$ cat config.mk
export PLATFORM = sky130hd
export DESIGN_NAME = wb_port_arbiter
export DESIGN_NICKNAME = d
export VERILOG_FILES = /design/src/rtl/wb_arb_pkg.sv /design/src/rtl/mux_3x1.sv /design/src/rtl/wb_port_arbiter.sv
export SDC_FILE = /design/constraint.sdc
export NUM_CORES = 1
export LEC_CHECK = 0
export ABC_CLOCK_PERIOD_IN_PS = 1700
export CAP_MARGIN = 20
export CORE_MARGIN = 4
export CORE_UTILIZATION = 35
export DETAILED_ROUTE_END_ITERATION = 12
export HOLD_SLACK_MARGIN = 0.02
export PLACE_DENSITY = 0.8
export SLEW_MARGIN = 5
export SYNTH_ARGS = -nofsm -noshare
export SYNTH_HDL_FRONTEND = slang
export SYNTH_HIERARCHICAL = 1
export SYNTH_SLANG_ARGS = --single-unit
$ cat constraint.sdc
create_clock -name CLK -period 1.7 [get_ports CLK]
set_input_delay 0.34 -clock CLK [delete_from_list [all_inputs] [get_ports CLK]]
set_output_delay 0.34 -clock CLK [all_outputs]
set_load 0.05 [all_outputs]
$ cat src/rtl/wb_arb_pkg.sv
// Shared definitions for the Wishbone port arbiter: FSM state and SELECT codes.
package wb_arb_pkg;

  typedef enum logic {
    IDLE = 1'b0,
    BUSY = 1'b1
  } state_t;

  localparam logic [1:0] SEL_REQ1 = 2'b00;
  localparam logic [1:0] SEL_REQ2 = 2'b01;
  localparam logic [1:0] SEL_REQ3 = 2'b10;
  localparam logic [1:0] SEL_NONE = 2'b11;

endpackage

$ cat src/rtl/mux_3x1.sv
// Three-input select mux; the unused select code yields zero.
module mux_3x1 #(
  parameter int WIDTH = 32
) (
  input  logic [1:0]       sel,
  input  logic [WIDTH-1:0] in_0,
  input  logic [WIDTH-1:0] in_1,
  input  logic [WIDTH-1:0] in_2,
  output logic [WIDTH-1:0] out
);

  always_comb begin
    case (sel)
      2'b00:   out = in_0;
      2'b01:   out = in_1;
      2'b10:   out = in_2;
      default: out = '0;
    endcase
  end

endmodule

$ cat src/rtl/wb_port_arbiter.sv
// Round-robin arbiter funnelling three requesters into one registered,
// backpressured output slot with a wrapping transfer counter.
module wb_port_arbiter
  import wb_arb_pkg::*;
#(
  parameter int WIDTH     = 32,
  parameter int CNT_WIDTH = 16
) (
  input  logic                 CLK,
  input  logic                 RESET,
  input  logic                 REQ_1,
  input  logic                 REQ_2,
  input  logic                 REQ_3,
  input  logic [WIDTH-1:0]     DATA_IN_1,
  input  logic [2:0]           DATA_IN_2,
  input  logic [WIDTH-1:0]     DATA_IN_3,
  output logic                 GNT_1,
  output logic                 GNT_2,
  output logic                 GNT_3,
  output logic [1:0]           SELECT,
  output logic                 OUT_VALID,
  output logic [WIDTH-1:0]     OUT_DATA,
  input  logic                 OUT_READY,
  output logic [CNT_WIDTH-1:0] XFER_COUNT
);

  state_t               state_reg;
  logic [1:0]           last_reg;
  logic [1:0]           select_reg;
  logic                 valid_reg;
  logic [WIDTH-1:0]     data_reg;
  logic [CNT_WIDTH-1:0] count_reg;

  logic [1:0]       winner;
  logic             capture;
  logic             take;
  logic             accept;
  logic [2:0]       gnt_vec;
  logic [WIDTH-1:0] mux_out;

  assign capture = (state_reg == IDLE) || OUT_READY;
  assign accept  = (state_reg == BUSY) && OUT_READY;
  assign take    = capture && (winner != SEL_NONE);

  // Search starts just after the previous winner so nobody waits more than 3 captures.
  always_comb begin
    winner = SEL_NONE;
    case (last_reg)
      SEL_REQ1: begin
        if (REQ_2)      winner = SEL_REQ2;
        else if (REQ_3) winner = SEL_REQ3;
        else if (REQ_1) winner = SEL_REQ1;
      end
      SEL_REQ2: begin
        if (REQ_3)      winner = SEL_REQ3;
        else if (REQ_1) winner = SEL_REQ1;
        else if (REQ_2) winner = SEL_REQ2;
      end
      default: begin
        if (REQ_1)      winner = SEL_REQ1;
        else if (REQ_2) winner = SEL_REQ2;
        else if (REQ_3) winner = SEL_REQ3;
      end
    endcase
  end

  generate
    for (genvar gi = 0; gi < 3; gi++) begin : g_gnt
      assign gnt_vec[gi] = take && !RESET && (winner == 2'(gi));
    end
  endgenerate

  assign GNT_1 = gnt_vec[0];
  assign GNT_2 = gnt_vec[1];
  assign GNT_3 = gnt_vec[2];

  mux_3x1 #(.WIDTH(WIDTH)) u_payload_mux (
    .sel  (winner),
    .in_0 (DATA_IN_1),
    .in_1 ({{(WIDTH-3){1'b0}}, DATA_IN_2}),
    .in_2 (DATA_IN_3),
    .out  (mux_out)
  );

  always_ff @(posedge CLK) begin
    if (RESET) begin
      state_reg  <= IDLE;
      last_reg   <= SEL_REQ3;
      select_reg <= SEL_NONE;
      valid_reg  <= 1'b0;
      data_reg   <= '0;
      count_reg  <= '0;
    end else begin
      if (accept) begin
        count_reg <= count_reg + CNT_WIDTH'(1);
      end
      if (take) begin
        state_reg  <= BUSY;
        last_reg   <= winner;
        select_reg <= winner;
        valid_reg  <= 1'b1;
        data_reg   <= mux_out;
      end else if (accept) begin
        // Slot drained with nobody waiting: OUT_DATA keeps its last value.
        state_reg  <= IDLE;
        select_reg <= SEL_NONE;
        valid_reg  <= 1'b0;
      end
    end
  end

  assign SELECT     = select_reg;
  assign OUT_VALID  = valid_reg;
  assign OUT_DATA   = data_reg;
  assign XFER_COUNT = count_reg;

endmodule

==> impl_metrics.yaml <==
timing:
  min_period_ns: 1.849
  relSlewSlack_pct: 64.93
  tns_ns: -1.299
  worst_pin_slew_ns: 0.5260
  final_hold_viol_count: 0
  timing.fmax_ghz: 0.5409
  timing.hold.ws_ns: 0.3130
  fin_crit_sh_pct: 108.8
  setup_viol: 32
  setup_slack_ns: -0.1488
  grt_setup_unrepaired: "true"
  fin_worst_skew_ns: 0.007180
  drv_slew: 0
synth:
  ys_types: 42
  synthTopCellsByCount: "nand2_1 (69), dfxtp_1 (53), a21oi_1 (38)"
  syn_avg_cell_area_sq_um: 8.661
  seq_area_frac_synth_pct: 36.57
  synth_top_cell_by_area: "dfxtp_1"
  synth_most_common_cell: "nand2_1"
  netlist_area_sq_um: 2902
  synth_cells: 335
  ys_seq_elements: 53
  yosys-top-cells-area: "dfxtp_1 (37%), mux2i_1 (11%), nand2_1 (8.9%)"
  yosysWarnings: 6
  synth_edf_count: 0
  ys.flop_type: "dfxtp_1"
  netlist.area_leader.share_pct: 36.57
  synthArstFlopShare_pct: 0
pwr:
  p_per_area_nw_per_um2: 738.6
  p_leak_nw: 1.991
  peakVddDrop_mv: 0.4214
  finalPower_mw: 3.563
route:
  drt-total-wl_mm: 8.923
  drt-vias-per-instance: 4.847
  ant_nets: 0
  drt_iter0_drc: 62
  wl_per_cell_um: 14.68
  first_pass_iters: 6
  drc: 0
  vias: 2947
worst_setup_path:
  crit_required_ns: 1.36
  regToRegEndpoint: "OUT_DATA[21]$_SDFFE_PP0P_"
  rr_startpoint: "last_reg[1]$_SDFFE_PP1P_"
  worstPathCellList: "nand2b_4 > o22a_4 > buf_6 > and4_4 > buf_12"
  reg2reg_depth: 10
  crit_path_max_fanout: 3
  max_stage_delay_ns: 0.34
  crit_slowest_cell: "dfxtp_2"
  crit_type: "reg -> out"
  r2r_slack_ns: -0.07
  critPathBufInv: 2
  cp-end-kind: "primary output"
  critPathArrivalTime_ns: 1.51
  cp_top_family: "flip-flops"
  start_kind: "flop"
layout:
  fillers: 668
  largest_register_ffs: 32
  final_area_sq_um: 4825
  area_growth_pct: 66.28
  fin_util_pct: 61.17
  stdcell_count: 608
  antenna_cells: 0
  seq_area_sq_um: 1081
  drive_gt1_share_pct: 28.66
  nets: 579
  multi_input_area_sq_um: 1886
die:
  die_y_um: 99.05
  die-area_sq_um: 9811
  io_pins: 127
  rows: 32
  initial_core_util_pct: 36.79
  coreArea_sq_um: 7888
  die_w_um: 99.05
global_routing:
  grt_antenna_before_repair: 0
  first_global_vias: 2958
  grt_max_degree: 50
  track_usage_pct: 17.10
  grt.overflow.total: 0
  grt_first_pass_wirelength_mm: 14.08
min_path:
  whs_path_depth: 2
  whs_endpoint: "OUT_VALID$_SDFFE_PP0P_"
  hold_start: "RESET"
  min_path_type: "in -> reg"
place:
  dp_slack_ns: -0.4682
  gp_congestion: 0.8244
  dp.cells: 589
  portBuffers: 126
  place_area_sq_um: 4462
  dp_hpwl_mm: 6.490
cts:
  clock_latency_ns: 0.31
  cts_hold_buffers: 0
  htreeDepth: 2
  cts.sinks: 53
  clk_pin_slew_worst_paths_ns: 0.10
  cts_tree: "done"
  numCtsBuffers: 5
  cts-root-buf: "clkbuf_8"
  clockBufferDepth: 2
outcome:
  violations: "negative setup slack"
  status: "finished with violations"
job:
  maxCapViolCount: 0
where the power goes:
group	switching [mW]	internal (mW)
Sequential	0.0539	1.33
Combinational	0.713	0.595
Clock	0.432	0.441
Total	1.20	2.36
metal layers:
| metal | vias to the layer above | part of all wire (%) | global-route usage [%] |
|---|---|---|---|
| met5 | - | 0 | 0 |
| met3 | 6 | 7.1 | 4.812 |
| met2 | 88 | 50 | 30.73 |
| li1 | 1492 | - | - |
| met4 | 0 | 0.87 | 4.097 |
| met1 | 1361 | 42 | 19.97 |
kinds of logic after synthesis:
logic type | share of synthesized area [%]
other | 0.1292
adder cells (fa/ha/maj) | 0.4312
AO/OA/AOI/OAI | 21.65
AND/OR/NAND/NOR | 19.32
multiplexers | 11.77
XOR/XNOR | 3.320
buffers and inverters | 6.813
flip-flops | 36.57
worst max-delay path by stage:
stage,from,to,slack (ns),cells after the start
finish,last_reg[0]$_SDFFE_PP0P_,GNT_3,-0.15,5
CTS,last_reg[0]$_SDFFE_PP0P_,GNT_3,-0.17,5
detailed placement,REQ_2,OUT_DATA[16]$_SDFFE_PP0P_,-0.47,8
floorplan,RESET,GNT_1,-0.02,3
global route,last_reg[0]$_SDFFE_PP0P_,GNT_3,-0.19,5
global placement,REQ_2,GNT_2,-0.42,5
placed cells by master (no fill, tap or decap), types with 6 or more instances in the layout:
cell type / instances
buf_4: 73
nand2_1: 69
clkdlybuf4s50_1: 67
dfxtp_1: 41
a21oi_1: 38
mux2i_1: 30
conb_1: 29
o2bb2ai_1: 21
nor2_1: 14
buf_12: 12
o2bb2ai_2: 11
dfxtp_2: 10
xnor2_1: 7
nand3_1: 6
cell type report:
cell class	instances	share of cell area [%]
clock inverter	3	0.9595
sequential	53	22.41
timing repair buffer	162	33.09
clock buffer	5	1.426
tap	102	2.645
inverter	5	0.3890
multi-input combinational	278	39.08
what timing repair did:
item                       CTS  global route
hold endpoints to repair     0             0
gates resized for setup     18            13
setup buffers                3             5
pin swaps                    6             3
setup endpoints to repair   36            35
cloned                       0             3
Power figures use the tool's default switching activity.
==> RTL change 1: new RTL, config.mk and constraints unchanged <==
`WIDTH` is set to 32 in 2 places; all go to 40.
--- a/src/rtl/mux_3x1.sv
+++ b/src/rtl/mux_3x1.sv
@@ -2,3 +2,3 @@
 module mux_3x1 #(
-  parameter int WIDTH = 32
+  parameter int WIDTH = 40
 ) (
--- a/src/rtl/wb_port_arbiter.sv
+++ b/src/rtl/wb_port_arbiter.sv
@@ -5,3 +5,3 @@
 #(
-  parameter int WIDTH     = 32,
+  parameter int WIDTH     = 40,
   parameter int CNT_WIDTH = 16
Ports: changed (resized DATA_IN_1, DATA_IN_3 and OUT_DATA); port bits go from 127 to 151. The function was not compared with the original's and may differ.
==> RTL change 1 against the original RTL <==
The flow still finishes with violations (negative setup slack). Clock skew grew 3.1 ps. Power rose by 20%. Fmax fell by 3.7%. Synthesized area rose by 14%. Routed wire length is 14% higher. Setup slack worse by 71 ps. Sequential cell count grew 8. First-iteration DRC count up 61%. Worst hold slack gained 22 ps. Final area rose by 13%. Critical path type unchanged. Largest cell class unchanged.
==> RTL change 1: results <==
set metrics [dict create \
    status "finished with violations" \
    violations "negative setup slack" \
    synth.distinct_cells 40 \
    routed_wl_mm 10.2 \
    synthMuxAreaShare_pct 12.7 \
    grt_pass1_wl_mm 16.3 \
    comb_power_mw 1.44 \
    antenna_found_initial 0 \
    synthTopCellsByCount "85 x nand2_1, 61 x dfxtp_1, 46 x a21oi_1" \
    cp_data_arrival_time_ps 1580 \
    r2r_start "XFER_COUNT[1]" \
    avgSynthCellArea_um2 8.50 \
    p_clk_mw 1.23 \
    first_pass_iters 4 \
    ys_warn_count 6 \
    p_sw_share_pct 33.5 \
    ff2ff_setup_slack_ps 70 \
    drive_gt1_share_pct 25.4 \
    largest_register_ffs 40 \
    setup_tns_ps -619 \
    crit_fanout 2 \
    place_area_um2 5140 \
    rr_worst_depth 5 \
    reg2reg_to "XFER_COUNT[14]" \
    synth_fa_ha_area_share_pct 0.378 \
    clock_latency_ps 330 \
    grt_max_degree 41 \
    drt_iter0_drc 100 \
    finalSetupViolations 3 \
    synth_xor_area_share_pct 2.91 \
    cellInternalPower_mw 2.84 \
    leakage_nw 2.24 \
    place_ws_ps -500 \
    cts_root_buffer "clkbuf_8" \
    synth_area_leaders "dfxtp_1 37%, mux2i_1 12%, o2bb2ai_1 11%" \
    num_vias 3436 \
    synth_compound_area_share_pct 20.2 \
    fin_nets 680 \
    cts_made_buffers 9 \
    hold_slack_ps 335 \
    avgRoutedWirePerCell_um 14.1 \
    dp.cells 702 \
    yosysSeqAreaShare_pct 36.9 \
    globalplace.congestion 0.798 \
    cts_max_level 3 \
    fin_ws_ps -220 \
    io_buffer_count 150 \
    dp.final_hpwl_mm 7.77 \
    irDropWorstVdd_mv 0.429 \
    finClkSkew_ps 10.3 \
    grt.total_usage_pct 18.1 \
    path_clk_slew_ps 60 \
    hold_end "OUT_VALID" \
]
==> RTL change 1: changes by cell type after synthesis, sizes merged, moves of 5 or more <==
| cell | delta |
|---|---|
| clkbuf | +5 |
| dfxtp | +8 |
| mux2i | +8 |
| nand2 | +15 |
| a21oi | +8 |
| o2bb2ai | +8 |
==> RTL change 1: worst max-delay path by stage <==
stage,startpoint,to,cells after the start,slack [ps]
floorplan,RESET,GNT_1,3,-60
global placement,REQ_2,GNT_1,6,-450
detailed placement,REQ_3,OUT_DATA[20],8,-500
CTS,last_reg[0],GNT_3,6,-260
global route,last_reg[0],GNT_2,5,-300
finish,last_reg[0],GNT_2,5,-220
==> RTL change 1: per-layer routing <==
metal  GRT usage, %  vias to the layer above  wire length, um
met5              0                        -                0
met1           21.0                     1579             4250
met4           4.97                        0               98
met2           32.3                      103             5210
li1               -                     1745                -
met3           5.02                        9              599
==> RTL change 1: logic make-up after synthesis <==
kind of cell             after synthesis
multiplexers                          42
AO/OA/AOI/OAI                         99
AND/OR/NAND/NOR                      135
XOR/XNOR                              11
adder cells (fa/ha/maj)                1
flip-flops                            61
other                                  1
buffers and inverters                 39
==> RTL change 1: cell type report <==
cell class                 count  area (um2)
fill                         819        3790
multi-input combinational    325        2080
timing repair buffer         185        1730
sequential                    61        1250
clock buffer                  12         176
tap                          129         161
inverter                       8        32.5
clock inverter                 3        16.3
==> RTL change 1: critical path, stage by stage, from the launching register on <==
cell	delay, ps
dfxtp_2	320
nand2b_4	140
o22a_1	230
buf_6	130
nor4_4	250
buf_12	180
==> RTL change 1: repair_timing <==
action / CTS / global route
endpoints found under the setup margin: 44 / 30
pin swaps: 3 / 6
hold buffers: 0 / 0
buffers inserted: 2 / 4
gates resized for setup: 11 / 14
==> RTL change 2: new RTL, same settings <==
Without the edit above. Reset style: asynchronous (`RESET`), changed in one clocked block.
--- a/src/rtl/wb_port_arbiter.sv
+++ b/src/rtl/wb_port_arbiter.sv
@@ -84,3 +84,3 @@
 
-  always_ff @(posedge CLK) begin
+  always_ff @(posedge CLK or posedge RESET) begin
     if (RESET) begin
Formal check against the unedited RTL: differs if RESET is asserted again (counterexample within 4 cycles, from zero or initial values and one cycle with RESET high); with RESET held inactive, the same outputs for 10 cycles.
==> RTL change 2 against the original RTL <==
Routed wire length fell by 4.0%. The run still ends with negative setup slack left. Largest cell class unchanged. Critical endpoint is now GNT_1. Synthesized cell count fell by 30%. Clock skew rose by 3.9 ps. Sequential cell count did not move. Setup slack got worse by 160 ps. Core utilization fell by 0.18 points. Cell count fell by 13%. Synthesized area rose by 6.6%. Final area rose by 9.7%.
Power is not compared: it rests on default switching activity, and its combinational part moved more than twofold at a synthesized area within 25%.
==> RTL change 2: results <==
set metrics [dict create \
    status "finished with violations" \
    ff2ff_setup_slack_ps -270 \
    grt.total_usage_pct 16.9 \
    hold_depth 1 \
    async_reset_ff_share_pct 100 \
    grt_pass1_wl_mm 13.8 \
    place_ws_ps -607 \
    slowest_delay_ps 550 \
    fin_ws_ps -313 \
    globalplace.congestion 0.746 \
    finalSetupViolations 35 \
    worstHoldStart "XFER_COUNT[15]" \
    synthTopCellsByCount "50 x dfrtp_1, 32 x mux2i_1, 28 x mux2_4" \
    first_pass_iters 4 \
    avgSynthCellArea_um2 13.2 \
    reg2reg_to "OUT_DATA[21]" \
    violations "negative setup slack" \
    cts_post_setup_buffers_inserted 12 \
    r2r_start "last_reg[1]" \
    vias_per_cell 4.76 \
    crit_fanout 2 \
    synth_area_leaders "dfrtp_1 40%, mux2_4 14%, mux2i_1 10%" \
    slowest_stage "dfstp_2" \
    routed_wl_mm 8.57 \
    avgRoutedWirePerCell_um 16.2 \
    grt_max_degree 54 \
    hold_slack_ps 488 \
    place_area_um2 4670 \
    max-slew-margin-rel_pct 54.5 \
]
RTL change 2: changes by cell type after synthesis, sizes merged, moves of 4 or more:
cell	delta
a21oi	-35
clkbuf	-9
dfrtp	+50
dfxtp	-53
mux2	+32
nand2	-60
nand4	-5
nor2	-11
xnor2	+4
RTL change 2: cell families after synthesis:
kind of cell | Yosys count | synth area share [%]
buf+inv | 20 | 5.26
compound gates | 41 | 13.0
simple gates | 38 | 8.17
xor+xnor | 15 | 4.25
mux | 65 | 25.8
fa+ha+maj | 1 | 0.404
flops | 53 | 43.0
other cells | 1 | 0.121
RTL change 2: worst max path at each step:
| stage | from | end | slack (ps) | cells past startpoint |
|---|---|---|---|---|
| final | last_reg[1] | GNT_1 | -310 | 5 |
| after global routing | last_reg[1] | GNT_1 | -380 | 5 |
| after CTS | last_reg[1] | GNT_1 | -360 | 5 |
| after detailed placement | REQ_2 | OUT_DATA[22] | -610 | 5 |
| after global placement | REQ_2 | OUT_DATA[0] | -540 | 5 |
| after floorplan | RESET | GNT_2 | -170 | 2 |
RTL change 2: report_power, final:
part / total (mW) / switching, mW / leakage, nW / internal (mW)
Clock: 0.883 / 0.404 / 0.0574 / 0.479
Sequential: 1.80 / 0.242 / 0.658 / 1.56
Combinational: 3.22 / 1.79 / 1.66 / 1.42
RTL change 2: area by class of cell:
type	count	area share [%]
multi-input cells	190	37.8
repair buffers	165	31.7
flip-flops and latches	53	25.2
well taps	108	2.55
clock buffers	6	1.56
clock inverters	2	0.709
inverters	5	0.473
RTL change 2: layer usage:
| layer | vias up | global-route usage [%] | wire [um] |
|---|---|---|---|
| met5 | - | 0 | 0 |
| met4 | 0 | 2.72 | 21 |
| met3 | 2 | 3.14 | 566 |
| met2 | 70 | 30.6 | 4440 |
| met1 | 1237 | 21.3 | 3540 |
| li1 | 1210 | - | - |
